`src/rtl/menu_ctrl.sv`:
```
// menu_ctrl: debounced 5-button menu FSM (hidden/browse/edit) editing five BCD values; ports clk, rst, newframe, btn_*, menu_on, edit, sel, out_*, update
module menu_ctrl #(
  parameter int DB_CYCLES      = 1000,
  parameter int REPEAT_DELAY   = 30,
  parameter int REPEAT_RATE    = 4,
  parameter int TIMEOUT_FRAMES = 600,
  parameter int MAX_MODE       = 15,
  parameter int MAX_AGC        = 3,
  parameter int MAX_LVL        = 99999,
  parameter int MAX_TINT       = 999,
  parameter int DEF_MODE       = 0,
  parameter int DEF_AGC        = 0,
  parameter int DEF_LVL1       = 0,
  parameter int DEF_LVL2       = 0,
  parameter int DEF_TINT       = 0
) (
  input  logic        clk,
  input  logic        rst,
  input  logic        newframe,
  input  logic        btn_menu,
  input  logic        btn_up,
  input  logic        btn_down,
  input  logic        btn_inc,
  input  logic        btn_dec,
  output logic        menu_on,
  output logic        edit,
  output logic [2:0]  sel,
  output logic [19:0] out_mode,
  output logic [19:0] out_type_agc,
  output logic [19:0] out_set_lvl1,
  output logic [19:0] out_set_lvl2,
  output logic [19:0] out_time_int,
  output logic        update
);
  localparam int DW = $clog2(DB_CYCLES + 1);
  localparam int RD = REPEAT_DELAY > REPEAT_RATE ? REPEAT_DELAY : REPEAT_RATE;
  localparam int RW = $clog2(RD + 1);
  localparam int TW = $clog2(TIMEOUT_FRAMES + 1);

  function automatic logic [19:0] bcd(input int v);
    logic [19:0] r;
    int x;
    r = '0;
    x = v;
    for (int i = 0; i < 5; i++) begin
      r[4*i +: 4] = 4'(x % 10);
      x = x / 10;
    end
    return r;
  endfunction

  function automatic logic [19:0] step(input logic [19:0] v, input logic up);
    logic [19:0] r;
    logic c;
    r = v;
    c = 1'b1;
    for (int i = 0; i < 5; i++)
      if (c) begin
        if (up) begin
          c = r[4*i +: 4] == 4'd9;
          r[4*i +: 4] = c ? 4'd0 : r[4*i +: 4] + 4'd1;
        end else begin
          c = r[4*i +: 4] == 4'd0;
          r[4*i +: 4] = c ? 4'd9 : r[4*i +: 4] - 4'd1;
        end
      end
    return r;
  endfunction

  localparam logic [19:0] MX [5] = '{bcd(MAX_MODE), bcd(MAX_AGC), bcd(MAX_LVL), bcd(MAX_LVL), bcd(MAX_TINT)};
  localparam logic [19:0] DF [5] = '{bcd(DEF_MODE), bcd(DEF_AGC), bcd(DEF_LVL1), bcd(DEF_LVL2), bcd(DEF_TINT)};

  typedef enum logic [1:0] {HIDDEN, BROWSE, EDIT} state_t;

  state_t        st, st_n;
  logic [2:0]    sel_n;
  logic [19:0]   val [5];
  logic [19:0]   val_n [5];
  logic [TW-1:0] tmo, tmo_n;
  logic          upd_n;
  logic [4:0]    raw, ev, win;
  logic [19:0]   cur, mx, nv;
  logic          wrap;

  assign raw = {btn_dec, btn_inc, btn_down, btn_up, btn_menu};

  for (genvar g = 0; g < 5; g++) begin : btn
    logic [1:0]    s;
    logic          db, dbq, blk, rep;
    logic [DW-1:0] dc;
    logic [RW-1:0] rc;
    // blk holds the debouncer as if the button were down until a full
    // debounced release is seen, so a press held through reset never fires
    always_ff @(posedge clk)
      if (rst) begin
        s   <= '0;
        db  <= 1'b0;
        dbq <= 1'b0;
        blk <= 1'b1;
        dc  <= '0;
        rc  <= '0;
      end else begin
        s   <= {s[0], raw[g]};
        dbq <= db;
        if (s[1] == (db | blk)) dc <= '0;
        else if (dc == DW'(DB_CYCLES - 1)) begin
          dc <= '0;
          if (blk) blk <= 1'b0;
          else db <= s[1];
        end else dc <= dc + 1'b1;
        if (db & ~dbq) rc <= RW'(REPEAT_DELAY);
        else if (db && newframe) rc <= (rc == RW'(1)) ? RW'(REPEAT_RATE) : rc - 1'b1;
      end
    assign rep   = db & dbq & newframe & (rc == RW'(1));
    assign ev[g] = (db & ~dbq) | (rep & (g != 0));
  end

  // lowest index wins: menu > up > down > inc > dec
  assign win  = ev & (~ev + 5'd1);
  assign cur  = val[sel];
  assign mx   = MX[sel];
  assign wrap = sel < 3'd2;
  assign nv   = win[3] ? (cur == mx ? (wrap ? '0 : cur) : step(cur, 1'b1))
                       : (cur == '0 ? (wrap ? mx : '0) : step(cur, 1'b0));

  always_ff @(posedge clk)
    if (rst) begin
      st     <= HIDDEN;
      sel    <= '0;
      val    <= DF;
      tmo    <= '0;
      update <= 1'b0;
    end else begin
      st     <= st_n;
      sel    <= sel_n;
      val    <= val_n;
      tmo    <= tmo_n;
      update <= upd_n;
    end

  always_comb begin
    st_n  = st;
    sel_n = sel;
    val_n = val;
    tmo_n = tmo;
    upd_n = 1'b0;
    if (st == HIDDEN) begin
      tmo_n = '0;
      if (win[0]) st_n = BROWSE;
    end else if (|ev) begin
      tmo_n = '0;
      if (win[0]) st_n = (st == BROWSE) ? EDIT : BROWSE;
      else if (st == BROWSE && win[1]) sel_n = (sel == 3'd0) ? 3'd4 : sel - 3'd1;
      else if (st == BROWSE && win[2]) sel_n = (sel == 3'd4) ? 3'd0 : sel + 3'd1;
      else if (st == EDIT && |win[4:3]) begin
        val_n[sel] = nv;
        upd_n = nv != cur;
      end
    end else if (newframe) begin
      st_n  = (tmo == TW'(TIMEOUT_FRAMES - 1)) ? HIDDEN : st;
      tmo_n = (tmo == TW'(TIMEOUT_FRAMES - 1)) ? '0 : tmo + 1'b1;
    end
  end

  assign menu_on      = st != HIDDEN;
  assign edit         = st == EDIT;
  assign out_mode     = val[0];
  assign out_type_agc = val[1];
  assign out_set_lvl1 = val[2];
  assign out_set_lvl2 = val[3];
  assign out_time_int = val[4];
endmodule

```
`config.mk`:
```
export PLATFORM = sky130hd
export DESIGN_NAME = menu_ctrl
export DESIGN_NICKNAME = d
export VERILOG_FILES = /design/src/rtl/menu_ctrl.sv
export SDC_FILE = /design/constraint.sdc
export NUM_CORES = 1
export LEC_CHECK = 0
export CAP_MARGIN = 20
export CORE_UTILIZATION = 52
export DETAILED_ROUTE_END_ITERATION = 16
export GPL_TIMING_DRIVEN = 0
export PLACE_DENSITY = 0.77
export SLEW_MARGIN = 10
export SYNTH_ARGS = -nofsm -noshare
export SYNTH_HDL_FRONTEND = slang
export SYNTH_SLANG_ARGS = --single-unit
```
`constraint.sdc`:
```
create_clock -name clk -period 5 [get_ports clk]
set_input_delay 0.5 -clock clk [delete_from_list [all_inputs] [get_ports clk]]
set_output_delay 0.5 -clock clk [all_outputs]
set_load 0.05 [all_outputs]
```
==> results.json <==
{
  "ys_seq_area_share_pct": 37.76,
  "slew_viol_final": 0,
  "clockBufferDepth": 3,
  "crit_required_ps": 5360,
  "rr_endpoint": "update$_SDFF_PP0_",
  "holdCritStartpoint": "btn[3].s[0]$_SDFF_PP0_",
  "diodes": 0,
  "hold_end": "btn[3].s[1]$_SDFF_PP0_",
  "fin_ws_ps": -105.7,
  "grt_max_degree": 14,
  "final_area_sq_um": 13680,
  "async_reset_ff_share_pct": 0,
  "fmax_mhz": 195.9,
  "dieWidth_um": 148.7,
  "drive_gt1_share_pct": 8.328,
  "syn_nets": 1438,
  "insertion_delay_ps": 500,
  "avgSynthCellArea_sq_um": 8.013,
  "synthTopCellsByArea": "dfxtp_1 38%, nor2_1 8.0%, nand2_1 4.6%, a21oi_1 4.1%, a211oi_1 3.9%",
  "drc_errors": 0,
  "rsz0062_at_grt": "true",
  "min-delay-path-class": "reg2reg",
  "ir_drop_uv": 323.7,
  "placed_area_sq_um": 12680,
  "netlist.area_leader.share_pct": 37.76,
  "critPathKind": "reg2reg",
  "violations": "negative setup slack",
  "hpwl_um": 27870,
  "drt-pass1-iter-count": 6,
  "antenna_found_initial": 0,
  "powerDensity_nw_per_um2": 249.6,
  "cts-root-buf": "clkbuf_16",
  "dieArea_sq_um": 22100,
  "std_cell_rows": 53,
  "dr.first_iter.drc_count": 1044,
  "yosys_warnings": 0,
  "leakage_uw": 0.004815,
  "critPathLaunchType": "register",
  "areaGrowthSynthToFinish_pct": 22.32,
  "hold-path-cell-count": 1,
  "relSlewSlack_pct": 37.99,
  "tightest_slew_ps": 930.1,
  "postRouteAntennaNets": 0,
  "crit_fanout": 10,
  "setup_viol": 1,
  "synth_edf_count": 0,
  "numCtsBuffers": 23,
  "rr_worst_depth": 17,
  "via_count": 11190,
  "cp-end-kind": "register",
  "min_period_ps": 5106,
  "post_drt_wl_per_cell_um": 20.37,
  "hold_viol_final": 0,
  "maxCapViolations": 0,
  "period_share_pct": 102.1,
  "fin_util_pct": 64.88,
  "io_pins": 114,
  "synth.distinct_cells": 81,
  "grt_overflow": 0,
  "io_buffers": 113,
  "core-area_sq_um": 21090,
  "rrSetupSlack_ps": -110,
  "run_status": "finished, violations left",
  "place.gp.congestion": 1.087,
  "start_util_pct": 53.04,
  "clk_pin_slew_ps": 70,
  "ys_seq_elements": 211,
  "cts_tree": "yes",
  "grt_pass1_vias": 10620,
  "r2r-start": "sel[2]$_SDFFE_PP0P_",
  "design_power_total_uw": 3415,
  "clock-sinks": 211,
  "worstPathArrival_ps": 5470,
  "viasPerCell": 6.093,
  "grt_pass1_wl_um": 58060,
  "synth_top_cell_by_area": "dfxtp_1",
  "grt_usage_pct": 33.66,
  "synth_ff_type": "dfxtp_1",
  "netlist_area_sq_um": 11190,
  "synth_cells": 1396,
  "drt-total-wl_um": 37390,
  "die_h_um": 148.7,
  "htree_levels": 1,
  "finClkSkew_ps": 20.58,
  "fin_nets": 1588,
  "pre_cts_slack_ps": -1465
}
flip-flops by register name, indices dropped and copies added, names as in the netlist, 10 cells and up:
| register | flops |
|---|---|
| out_type_agc | 20 |
| out_set_lvl1 | 20 |
| btn.rc | 20 |
| tmo | 10 |
| btn.s | 10 |
| out_mode | 20 |
| btn.dc | 50 |
| out_set_lvl2 | 20 |
| out_time_int | 20 |
stage by stage:
stage / cells / TNS, ps / hold slack, ps
2_1_floorplan: 1396 / 0 / 413.0
3_5_place_dp: 1784 / -96520 / 423.1
4_1_cts: 1832 / 0 / 441.3
3_3_place_gp: 1784 / -102860 / 416.0
5_1_grt: 1836 / -115.6 / 451.3
6_report: 1836 / -105.7 / 435.8
layer usage:
layer  track usage [%]  share of wire, %  routed length (um)  up-vias
met5                 0                 0                   0        -
met1             42.46                40               14870     5208
met2             56.03                46               17360      596
li1                  -                 -                   -     5256
met4             17.42               5.2                1953        0
met3             4.479               8.6                3208      126
cell usage after synthesis, types with 6 or more instances:
cell,number
o21ai_0,36
a31oi_1,12
o22ai_1,6
dfxtp_1,211
inv_1,38
nand3b_1,7
buf_2,12
a21oi_1,92
mux2i_1,30
clkbuf_1,56
ha_1,34
nor3_1,57
nor2b_1,27
xor2_1,20
nor2_1,238
a22oi_1,7
o211ai_1,9
nand3_1,37
nor4_1,7
o21a_1,6
nand4_1,24
mux2_2,10
or4_1,9
xnor2_1,44
a211oi_1,58
or3_1,8
nand2b_1,18
a221oi_1,8
and3_1,14
nand2_1,137
o221ai_1,6
and2_1,9
nor4b_1,6
cells in the final DEF, fill, tap and decap left out, drive strengths merged, types with 6 or more instances in the layout:
master,n
xnor2,44
o21a,6
o21ai,36
ha,34
nand2,137
a21oi,93
nor2,238
clkdlybuf4s50,113
nor2b,27
buf,32
xor2,20
nand4,24
a221oi,8
nor3,57
o221ai,6
dfxtp,211
nand2b,18
and2,9
inv,41
or3,8
o22ai,6
mux2i,30
or4,9
mux2,15
o211ai,9
clkbuf,94
a31oi,13
nor4b,6
nand3b,7
and3,14
nand3,37
nor4,7
a211oi,59
a22oi,7
worst max path at each step:
stage,startpoint,to,slack (ps)
2_1_floorplan,sel[0]$_SDFFE_PP0P_,update$_SDFF_PP0_,50
3_3_place_gp,sel[0]$_SDFFE_PP0P_,update$_SDFF_PP0_,-1570
3_5_place_dp,sel[0]$_SDFFE_PP0P_,update$_SDFF_PP0_,-1470
4_1_cts,sel[0]$_SDFFE_PP0P_,update$_SDFF_PP0_,10
5_1_grt,sel[2]$_SDFFE_PP0P_,update$_SDFF_PP0_,-120
6_report,sel[2]$_SDFFE_PP0P_,update$_SDFF_PP0_,-110
what timing repair did:
action                     4_1_cts  5_1_grt
resized for setup               32       16
hold endpoints to repair         0        0
pin swaps                        9        4
hold buffers                     0        0
setup endpoints to repair      101       76
setup buffers                    8        4
layout make-up:
class / instances / area [sq um]
Fill cell: 1818 / 7406
Buffer: 79 / 421.7
Tap cell: 275 / 344.1
Sequential cell: 211 / 4228
Timing Repair Buffer: 125 / 1221
Inverter: 41 / 153.9
Clock inverter: 5 / 57.56
Multi-Input combinational cell: 1065 / 6585
Clock buffer: 35 / 670.6
power breakdown:
group,switching (uW),internal [uW]
combinational,48.3,23.1
clock,667,974
sequential,8.27,1690
kinds of logic (layout without fill, tap and decap cells):
kind of cell             after synthesis  count (layout)  share of synthesized area (%)
AO/OA/AOI/OAI                        304             304                          18.60
XOR/XNOR                              64              64                          5.011
adder cells (fa/ha/maj)               34              34                          3.803
buffers and inverters                120             285                          4.575
flip-flops                           211             211                          37.76
multiplexers                          46              46                          4.463
AND/OR/NAND/NOR                      617             617                          25.78
worst max-delay path, cell delays in order, from the launching register on:
cell,delay [ps]
dfxtp_1,500
nor3b_2,390
clkbuf_4,330
o2bb2ai_1,330
nor2_1,260
inv_1,200
ha_1,310
nor4_4,450
nand2_1,80
or3_1,320
a2111o_1,440
buf_4,180
buf_4,140
a31oi_4,190
xnor2_1,130
nand4_1,190
nor4_2,380
a311oi_2,140
Power figures use the tool's default switching activity.
==> edit (same settings) <==
`DEF_MODE`: 0 -> 1.
--- a/src/rtl/menu_ctrl.sv
+++ b/src/rtl/menu_ctrl.sv
@@ -8,7 +8,7 @@
   parameter int MAX_AGC        = 3,
   parameter int MAX_LVL        = 99999,
   parameter int MAX_TINT       = 999,
-  parameter int DEF_MODE       = 0,
+  parameter int DEF_MODE       = 1,
   parameter int DEF_AGC        = 0,
   parameter int DEF_LVL1       = 0,
   parameter int DEF_LVL2       = 0,
Function: changed (Yosys sat finds a counterexample within 4 cycles, from zero or initial values and one cycle with rst high).
==> edit against the original RTL <==
  * Wire length up 5.4%
  * Final area up 2.8%
  * Synthesized area up 1.4%
  * Power up 6.7%
  * Sequential cell count unchanged
  * Worst setup slack better by 0.16 ns
  * Die area up 1.4%
  * Sequential share of layout area down 0.82 points
  * Critical endpoint unchanged
  * Largest cell class unchanged
==> edit: results (changes against the original RTL) <==
met2 GRT Util -> 0.5745 (+0.01426)
# Post-CTS Setup Buffers -> 9 (+1)
register area -> 4230 sq um (about the same)
GRT Total Usage -> 0.3495 (+0.01287)
Non-clk invs -> 44 (+7.3%)
ranking of synthesized cells by area -> dfxtp_1 37%, nor2_1 6.8%, nand2_1 6.2%, a21oi_1 5.3%, ha_1 3.8%
Final Skew -> 0.007648 ns (-0.01293 ns)
clkbuf count -> 32 (-8.6%)
most instantiated cells after synthesis -> 211 x dfxtp_1, 206 x nor2_1, 188 x nand2_1
CP max-delay cell -> mux4_2
multi-input combinational gate total -> 1104 (+3.7%)
Slew @ Worst Pin -> 1.203 ns (+0.2728 ns)
bufs w/o clock -> 211 (+3.4%)
DRT Wirelength -> 39.42 mm (+5.4%)
Synth Net Count -> 1476 (+2.6%)
post-CTS sizing -> 37 (+16%)
share of layout cells above drive strength 1 -> 0.08696 (+0.003677)
status -> finished, final reports clean
switching portion of total power -> 0.2127 (+0.0009026)
r2r setup slk -> 0.05 ns (+0.16 ns)
initial antenna violation count -> 1 (+1)
DR vias/cell -> 6.167 (+1.2%)
DR top layer -> met5
fillers -> 1852 (+1.9%)
count of cell types in the netlist -> 88 (+8.6%)
VDD IR-drop max -> 0.0002957 V (-8.6%)
r2r worst-path depth -> 18 (+1)
leakage -> 4.869 nW (+1.1%)
first-pass GRT wire length -> 59.93 mm (+3.2%)
grt met3 use -> 0.06707 (+0.02229)
placer congestion estimate -> 1.031 (-5.1%)
Yosys top cell area share -> 0.3725 (-0.005125)
Worst EP arrival -> 5.37 ns (-0.10 ns)
largest net degree at the start of global routing -> 15 (+1)
dpl cell area -> 12820 sq um (+1.1%)
Num CTS Buffers -> 22 (-4.3%)
vias in the first global route -> 10750 (+1.2%)
DRT iter0 DRCs -> 1033 (-1.1%)
met1 wire length -> 15.48 mm (+4.1%)
multi-input combinational area share -> 0.4819 (+0.0006411)
Seq/Total Area, Yosys -> 0.3725 (-0.005125)
WHS -> 0.4352 ns (-0.0006120 ns)
[edit: stage by stage]
step	setup TNS (ns)	instances	setup WS, ns	utilization
4_1_cts	0	1871	0.008457	0.6537
6_report	0	1885	0.05043	0.6627
3_3_place_gp	-53.63	1822	-1.229	0.6039
3_5_place_dp	-48.16	1823	-1.112	0.6041
5_1_grt	-0.005029	1885	-0.005029	0.6627
2_1_floorplan	0	1434	0.08571	-
[edit: logic make-up after synthesis]
group | Yosys count | synth area share
fa+ha+maj | 34 | 0.03752
compound gates | 324 | 0.1898
mux | 40 | 0.03873
simple gates | 649 | 0.2715
xor+xnor | 57 | 0.04403
flops | 211 | 0.3725
buf+inv | 119 | 0.04590
[edit: worst max-delay path, delay by kind of cell, from the launching register on]
kind | cells | cell delay [ns]
buffers and inverters | 6 | 0.79
flip-flops | 1 | 0.39
adder cells (fa/ha/maj) | 1 | 0.33
AND/OR/NAND/NOR | 3 | 0.92
AO/OA/AOI/OAI | 6 | 1.51
multiplexers | 2 | 0.89
